<file path="config.mk">
export PLATFORM = sky130hd
export DESIGN_NAME = exp_taylor_seq_flat
export DESIGN_NICKNAME = d
export VERILOG_FILES = /design/src/rtl/exp_if.sv /design/src/rtl/exp_taylor_seq.sv /design/src/flat_wrapper.sv
export SDC_FILE = /design/constraint.sdc
export NUM_CORES = 2
export LEC_CHECK = 0
export BUFFER_PORTS_ARGS = -buffer_cell sky130_fd_sc_hd__buf_2
export CELL_PAD_IN_SITES_DETAIL_PLACEMENT = 0
export CELL_PAD_IN_SITES_GLOBAL_PLACEMENT = 1
export CORE_MARGIN = 4
export CORE_UTILIZATION = 46
export CTS_BUF_LIST = sky130_fd_sc_hd__clkbuf_8
export CTS_CLUSTER_DIAMETER = 40
export DETAILED_ROUTE_END_ITERATION = 8
export PLACE_DENSITY_LB_ADDON = 0.12
export SLEW_MARGIN = 20
export SYNTH_ARGS = -nofsm -noshare
export SYNTH_HDL_FRONTEND = slang
export SYNTH_SLANG_ARGS = --single-unit
export TNS_END_PERCENT = 20
</file>
<file path="constraint.sdc">
create_clock -name clk -period 75.5 [get_ports clk]
set_input_delay 18.875 -clock clk [delete_from_list [all_inputs] [get_ports clk]]
set_output_delay 18.875 -clock clk [all_outputs]
set_load 0.02 [all_outputs]
</file>
<file path="src/rtl/exp_if.sv">
// exp_if: operand/result handshake bundle for the exp_taylor_seq evaluator
interface exp_if #(parameter int IN_W = 16, parameter int OUT_W = 32);
  logic in_valid;
  logic in_ready;
  logic [IN_W-1:0] x;
  logic out_valid;
  logic out_ready;
  logic [OUT_W-1:0] result;
  logic out_ovf;
  modport master (output in_valid, x, out_ready, input in_ready, out_valid, result, out_ovf);
  modport slave (input in_valid, x, out_ready, output in_ready, out_valid, result, out_ovf);
endinterface

</file>
<file path="src/rtl/exp_taylor_seq.sv">
// exp_taylor_seq: sequential fixed-point e^x, one Taylor term per clock with early exit and saturation
module exp_taylor_seq #(
  parameter int IN_W = 16,
  parameter int OUT_W = 32,
  parameter int FRAC = 8,
  parameter int N_TERMS = 10
) (
  input logic clk,
  input logic rst,
  exp_if.slave bus
);
  typedef enum logic [1:0] {IDLE, CALC, DONE} state_t;
  localparam logic [OUT_W-1:0] ONE = OUT_W'(1) << FRAC;
  localparam logic [3:0] K_LAST = 4'(N_TERMS);
  state_t state_q, state_d;
  logic [3:0] k_q, k_d;
  logic [OUT_W-1:0] term_q, term_d, sum_q, sum_d, t;
  logic [IN_W-1:0] x_q, x_d;
  logic ovf_q, ovf_d, q_ovf;
  logic [OUT_W+IN_W-1:0] p, q;
  logic [OUT_W:0] s;
  always_comb begin
    p = (OUT_W+IN_W)'(term_q) * (OUT_W+IN_W)'(x_q);
    q = p >> FRAC;
    q_ovf = |q[OUT_W+IN_W-1:OUT_W];
    // only the low word feeds the divider; when q is wider the result saturates anyway
    t = q[OUT_W-1:0] / OUT_W'(k_q);
    s = {1'b0, sum_q} + {1'b0, t};
    state_d = state_q;
    k_d = k_q;
    term_d = term_q;
    sum_d = sum_q;
    x_d = x_q;
    ovf_d = ovf_q;
    if (state_q == IDLE && bus.in_valid) begin
      x_d = bus.x;
      term_d = ONE;
      sum_d = ONE;
      k_d = 4'd1;
      ovf_d = 1'b0;
      state_d = CALC;
    end else if (state_q == CALC) begin
      term_d = t;
      sum_d = s[OUT_W-1:0];
      k_d = k_q + 4'd1;
      ovf_d = ovf_q | q_ovf | s[OUT_W];
      state_d = (t == '0 || ovf_d || k_q == K_LAST) ? DONE : CALC;
    end else if (state_q == DONE && bus.out_ready) begin
      state_d = IDLE;
    end
  end
  always_ff @(posedge clk) begin
    if (rst) begin
      state_q <= IDLE;
      k_q <= '0;
      term_q <= '0;
      sum_q <= '0;
      x_q <= '0;
      ovf_q <= 1'b0;
    end else begin
      state_q <= state_d;
      k_q <= k_d;
      term_q <= term_d;
      sum_q <= sum_d;
      x_q <= x_d;
      ovf_q <= ovf_d;
    end
  end
  assign bus.in_ready = state_q == IDLE;
  assign bus.out_valid = state_q == DONE;
  assign bus.result = state_q != DONE ? '0 : ovf_q ? '1 : sum_q;
  assign bus.out_ovf = state_q == DONE && ovf_q;
endmodule

</file>
<file path="src/flat_wrapper.sv">
// flat-port wrapper written by rule: the top's interface ports become plain ports
module exp_taylor_seq_flat 
#(
  parameter int IN_W = 16,
  parameter int OUT_W = 32,
  parameter int FRAC = 8,
  parameter int N_TERMS = 10
)
  (clk, rst, bus_in_valid, bus_x, bus_out_ready, bus_in_ready, bus_out_valid, bus_result, bus_out_ovf);
  exp_if #(.IN_W(IN_W), .OUT_W(OUT_W)) bus_i ();
  input logic clk;
  input logic rst;
  input wire logic [$bits(bus_i.in_valid)-1:0] bus_in_valid;
  input wire logic [$bits(bus_i.x)-1:0] bus_x;
  input wire logic [$bits(bus_i.out_ready)-1:0] bus_out_ready;
  output wire logic [$bits(bus_i.in_ready)-1:0] bus_in_ready;
  output wire logic [$bits(bus_i.out_valid)-1:0] bus_out_valid;
  output wire logic [$bits(bus_i.result)-1:0] bus_result;
  output wire logic [$bits(bus_i.out_ovf)-1:0] bus_out_ovf;
  assign bus_i.in_valid = bus_in_valid;
  assign bus_i.x = bus_x;
  assign bus_i.out_ready = bus_out_ready;
  assign bus_in_ready = bus_i.in_ready;
  assign bus_out_valid = bus_i.out_valid;
  assign bus_result = bus_i.result;
  assign bus_out_ovf = bus_i.out_ovf;
  exp_taylor_seq #(.IN_W(IN_W), .OUT_W(OUT_W), .FRAC(FRAC), .N_TERMS(N_TERMS)) u_core (.clk(clk), .rst(rst), .bus(bus_i));
endmodule
</file>
After elaboration in Yosys (flattened, before gate mapping)
Cells that the tools add are included.
W data, S select, Z words.
Storage, ports and cells
  register bits: 87
  ROM bits: 0
  latch bits: 0
  memories: 0
  RAM bits: 0
  logic and storage cells: 44
Cells by class
  muxes and demuxes: 12
  bitwise operators: 2
  reductions and logical operators: 12
  order comparisons: 0
  multipliers: 1
  div/mod/pow operators: 1
  shift-type cells: 0
  eq/ne operators: 4
  add/sub/neg operators: 2
Operators with widths (count)
  $mux W32: 2
  $mul A32 B16 Y48: 1
  $mux W9: 4
  $add A32 B32 Y33: 1
  $div A32 B4 Y32: 1
  $logic_not A32 Y1: 1
  $reduce_or A8 Y1: 1
  $mux W2: 3
  $add A4 B1 Y4 const B: 1
  $eq A4 B4 Y1 const B: 1
  $reduce_bool A2 Y1: 2
  $logic_and A1 B1 Y1: 3
  $mux W1: 3
  $reduce_bool A3 Y1: 1
  $eq A2 B1 Y1 const B: 1
  $eq A2 B2 Y1 const B: 1
  $logic_not A2 Y1: 1
  $logic_or A1 B1 Y1: 2
  $ne A2 B2 Y1 const B: 1
  $or A1 B1 Y1: 2
  $reduce_or A2 Y1: 1

Depth between registers and ports, before layout
  depth after elaboration: 9
  mapped depth: 439

Worst setup path after synthesis
OpenSTA, ideal clock, no wires.
  path type: reg2reg
  start: register u_core.term_q[20]
  end: register u_core.sum_q[30]
  period minus slack after synthesis: 80678 ps
  data arrival time: 80607 ps
  library setup time: 70 ps
  stages on the path, launching flop included: 413
  setup slack: -5178 ps
  path buffers: 24
  path through: dfxtp_1 clkbuf_1 clkbuf_1 nand2_1 fa_1 inv_1 fa_1 inv_1 fa_1 inv_1 fa_1 fa_1 fa_1 ha_1 clkbuf_1 a21oi_1 o21ai_0 a221oi_1 [377 not listed] a21oi_1 o21bai_1 a21oi_1 o21bai_1 a21oi_1 o21bai_1 a21oi_1 o21bai_1 a21oi_1 o21bai_1 a21oi_1 o21bai_1 a21oi_1 o21bai_1 a21oi_1 xnor2_1 nand2_1 a21oi_1
Between the ends
  word-level cells in the longest chain between the ends: 3
RTL lines
  start: declaration: RTL line exp_taylor_seq.sv:17  | logic [OUT_W-1:0] term_q, term_d, sum_q, sum_d, t;
  start signal: assignment: RTL line exp_taylor_seq.sv:63  | term_q <= term_d;
  $mul A32 B16 Y48: RTL line exp_taylor_seq.sv:23  | p = (OUT_W+IN_W)'(term_q) * (OUT_W+IN_W)'(x_q);
  $div A32 B4 Y32: RTL line exp_taylor_seq.sv:27  | t = q[OUT_W-1:0] / OUT_W'(k_q);
  net u_core.t[29]: RTL line exp_taylor_seq.sv:17
  $add A32 B32 Y33: RTL line exp_taylor_seq.sv:28  | s = {1'b0, sum_q} + {1'b0, t};
  end signal: assignment: RTL line exp_taylor_seq.sv:64  | sum_q <= sum_d;
  end: declaration: RTL line exp_taylor_seq.sv:17
The timed path passes the listed nets, and every way through them passes these cells.
A chain may end at the register's enable or synchronous reset.

Final worst setup path
  start: register u_core.x_q[6]
  end: register u_core.sum_q[31]
Between the ends
  word-level cells in the longest chain between the ends: 3
RTL lines
  start: declaration: RTL line exp_taylor_seq.sv:18  | logic [IN_W-1:0] x_q, x_d;
  start signal: assignment: RTL line exp_taylor_seq.sv:58  | x_q <= '0;
  start signal: assignment: RTL line exp_taylor_seq.sv:65  | x_q <= x_d;
  $mul A32 B16 Y48: RTL line exp_taylor_seq.sv:23
  $div A32 B4 Y32: RTL line exp_taylor_seq.sv:27
  net u_core.t[27]: RTL line exp_taylor_seq.sv:17
  $add A32 B32 Y33: RTL line exp_taylor_seq.sv:28
The timed path passes the listed nets, and every way through them passes these cells.

==> flow_summary.json <==
{
  "initial_utilization_pct": 46.7,
  "met1_usage_pct": 42.3,
  "antenna_violating_nets_post_route": 0,
  "timing_worst_slew_pin_value_ns": 1.02,
  "grt_remaining_overflow": 0,
  "gp_congestion": 0.986,
  "wl_um": 132000,
  "ios": 55,
  "nFillCells": 7916,
  "synth.ff_latch_count": 87,
  "final_min_period_over_clock_period_pct": 95.7,
  "dominantRegCellSynth": "sky130_fd_sc_hd__dfxtp_1",
  "clock_insertion_delay_worst_skew_ns": 0.48,
  "area_growth_syn_to_fin_pct": 19.2,
  "route.detailed.wl_per_inst_um": 20.1,
  "design.core.area_mm2": 0.0809,
  "postLayoutCoreUtil_pct": 55.7,
  "setup.worst_path.class": "reg2reg",
  "antenna_found_initial": 5,
  "ctsHtreeMaxLevel": 3,
  "relSlewSlack_pct": 31.3,
  "die_area_mm2": 0.0868,
  "dp_hpwl_um": 104000,
  "run_status": "finished clean",
  "post_synth_inst_count": 5096,
  "cp-end-kind": "flip-flop",
  "grt.busiest_layer": "met2",
  "synth.yosys.warnings": 0,
  "cp_max_fo": 19,
  "dr.pass1.iters": 6,
  "post_synth_instance_area_mm2": 0.0378,
  "timing.critical_path.from_type": "flip-flop",
  "worstPathArrival_ns": 72.62,
  "number_of_distinct_library_cells_after_synthesis": 122,
  "rsz_0062_raised_after_global_routing": "true",
  "portBuffers": 54,
  "die_y_um": 295,
  "timing.setup.tns_ns": 0,
  "layout_cells_sized_above_1_pct": 20.2,
  "globalRouteMet3Util_pct": 2.62,
  "grt_pass1_wl_um": 203000,
  "synthesis.area_per_instance_um2": 7.42,
  "tritoncts_clock_tree": "done",
  "average_via_count_per_standard_cell": 5.86,
  "regToRegSetupSlack_ns": 3.25,
  "grt_pass1_vias": 36600,
  "dp_slack_ns": -2.46,
  "cp_slowest_stage_delay_ns": 0.64,
  "fin_ws_ns": 3.25,
  "cp.required_ns": 75.87,
  "nets": 6196,
  "min_delay_path_class": "reg2reg",
  "vias": 38400,
  "ys_seq_area_share_pct": 4.61,
  "clock_tree.buffer_depth": 2,
  "global_route.usage.total_pct": 28.8,
  "synth_enable_flop_cells": 0,
  "clock.fmax_ghz": 0.0138,
  "finalCriticalPeriod_ns": 72.25,
  "die-width_um": 295,
  "synth-async-reset-ratio_pct": 0,
  "setup-violations-final": 0,
  "r2r_cells": 394,
  "numCtsBuffers": 9,
  "met2_usage_pct": 46.6,
  "drt-initial-drc-count": 3013,
  "grt_max_degree": 68,
  "hold_path_depth": 2,
  "slew_viol_final": 0,
  "path_clk_slew_ns": 0.14,
  "number_of_max_capacitance_violations_reported": 0,
  "core.rowCount": 104,
  "drcViolationCount": 0,
  "clock-root-buffer": "sky130_fd_sc_hd__clkbuf_8",
  "mappedNetlistNets": 5809,
  "tritoncts_num_sinks": 87,
  "hold_viol_final": 0,
  "fin_skew_ns": 0.0469,
  "critical_path.slowest_cell": "sky130_fd_sc_hd__fa_1"
}
-- metrics by stage --
step,instances,hold slack (ns),area (um2)
floorplan,5096,0.449,38300
global placement,6333,0.462,41600
detailed placement,6333,0.469,41600
CTS,6363,0.484,42000
global route,6549,0.494,45100
finish,6550,0.487,45100
-- cell type report --
cell class	count	area [um2]	share of cell area, %
multi-input combinational	4250	34900	77.4
inverter	544	2070	4.59
timing repair buffer	591	4740	10.5
tap	1060	1330	2.94
clock buffer	9	124	0.275
clock inverter	7	90.1	0.200
antenna	2	5.00	0.0111
sequential	87	1840	4.09
-- state kept, by name, indices dropped and copies added, names as in the netlist --
name / count
u_core.sum_q: 32
u_core.term_q: 32
u_core.x_q: 16
u_core.k_q: 4
u_core.state_q: 2
u_core.ovf_q: 1
-- cells by family after synthesis --
group,Yosys count,synth area share [%]
and+or+nand+nor,2096,28.2
AOI/OAI and AO/OA,1150,20.5
buffers and inverters,759,7.78
adders and majority gates,694,31.3
xor gates and xnor gates,230,5.37
DFF,87,4.61
muxes,80,2.23
-- cell usage after synthesis, types with 12 or more instances --
library cell,count,share of area (%)
sky130_fd_sc_hd__nor2b_1,25,0.41
sky130_fd_sc_hd__ha_1,275,9.1
sky130_fd_sc_hd__dfxtp_1,87,4.6
sky130_fd_sc_hd__xor2_1,72,1.7
sky130_fd_sc_hd__nor3_1,190,2.5
sky130_fd_sc_hd__nand2_1,650,6.5
sky130_fd_sc_hd__fa_1,418,22
sky130_fd_sc_hd__buf_2,34,0.45
sky130_fd_sc_hd__o31ai_1,37,0.73
sky130_fd_sc_hd__o2111ai_1,18,0.42
sky130_fd_sc_hd__clkbuf_1,167,1.7
sky130_fd_sc_hd__and3_1,44,0.73
sky130_fd_sc_hd__a21boi_0,18,0.36
sky130_fd_sc_hd__nand2b_1,49,0.81
sky130_fd_sc_hd__mux2i_1,48,1.3
sky130_fd_sc_hd__and4_1,16,0.37
sky130_fd_sc_hd__nor3b_1,15,0.30
sky130_fd_sc_hd__o21a_1,84,1.7
sky130_fd_sc_hd__inv_1,528,5.2
sky130_fd_sc_hd__nor4_1,55,0.91
sky130_fd_sc_hd__or2_2,38,0.63
sky130_fd_sc_hd__o22ai_1,18,0.30
sky130_fd_sc_hd__o31a_1,20,0.46
sky130_fd_sc_hd__o21ai_0,153,2.0
sky130_fd_sc_hd__xnor2_1,156,3.6
sky130_fd_sc_hd__nor2_1,404,4.0
sky130_fd_sc_hd__inv_2,13,0.13
sky130_fd_sc_hd__o211ai_1,42,0.83
sky130_fd_sc_hd__o21ai_1,41,0.54
sky130_fd_sc_hd__o211a_1,14,0.37
sky130_fd_sc_hd__and2_1,255,4.2
sky130_fd_sc_hd__o21bai_1,39,0.77
sky130_fd_sc_hd__nand3_1,91,1.2
sky130_fd_sc_hd__a211oi_1,58,1.2
sky130_fd_sc_hd__or4_1,24,0.48
sky130_fd_sc_hd__or3_1,73,1.2
sky130_fd_sc_hd__mux2_2,27,0.80
sky130_fd_sc_hd__nand4_1,59,0.98
sky130_fd_sc_hd__a21o_1,60,1.2
sky130_fd_sc_hd__nor4b_1,12,0.28
sky130_fd_sc_hd__a211o_1,14,0.32
sky130_fd_sc_hd__a21oi_1,321,4.3
sky130_fd_sc_hd__a31oi_1,46,0.76
-- metal layers --
layer / routed length [um] / vias up
li1: - / 18400
met1: 61200 / 18800
met2: 60100 / 1021
met3: 7140 / 138
met4: 3250 / 0
met5: 0 / -
-- placed cells by master (no fill, tap or decap), drive strengths merged, types with 43 or more instances in the layout --
master  instances
or3            75
nor4           67
nand2b         49
o21ai         195
dfxtp          87
a211oi         60
or2            44
and3           44
inv           545
ha            275
xor2           74
and2          258
xnor2         156
a31oi          46
mux2i          48
a21o           60
nand4          59
a21oi         324
o21a           84
nor2          407
o211ai         43
nand3          92
buf           581
fa            418
nand2         650
nor3          198
-- worst paths after layout --
kind                    start                to
max             u_core.x_q[6]  u_core.sum_q[31]
min          u_core.sum_q[29]  u_core.sum_q[29]
max reg2reg     u_core.x_q[6]  u_core.sum_q[31]
min reg2reg  u_core.sum_q[29]  u_core.sum_q[29]
-- critical path, delay by kind of cell, from the launching register on --
kind	cells	cell delay, ns
AND/OR/NAND/NOR	148	27.58
AO/OA/AOI/OAI	159	25.51
adder cells (fa/ha/maj)	39	12.34
buffers and inverters	36	3.34
multiplexers	10	2.50
flip-flops	1	0.39
XOR/XNOR	2	0.31
-- what timing repair did --
action,4_1_cts,5_1_grt
pin swaps,10,306
resized for setup,31,364
gates cloned,0,9
setup endpoints to repair,24,36
buffers inserted,14,176
hold buffers,0,0
hold endpoints to repair,0,0
Power is not shown: default switching activity piles up to over one toggle a cycle in this logic, so the estimate is an artifact.
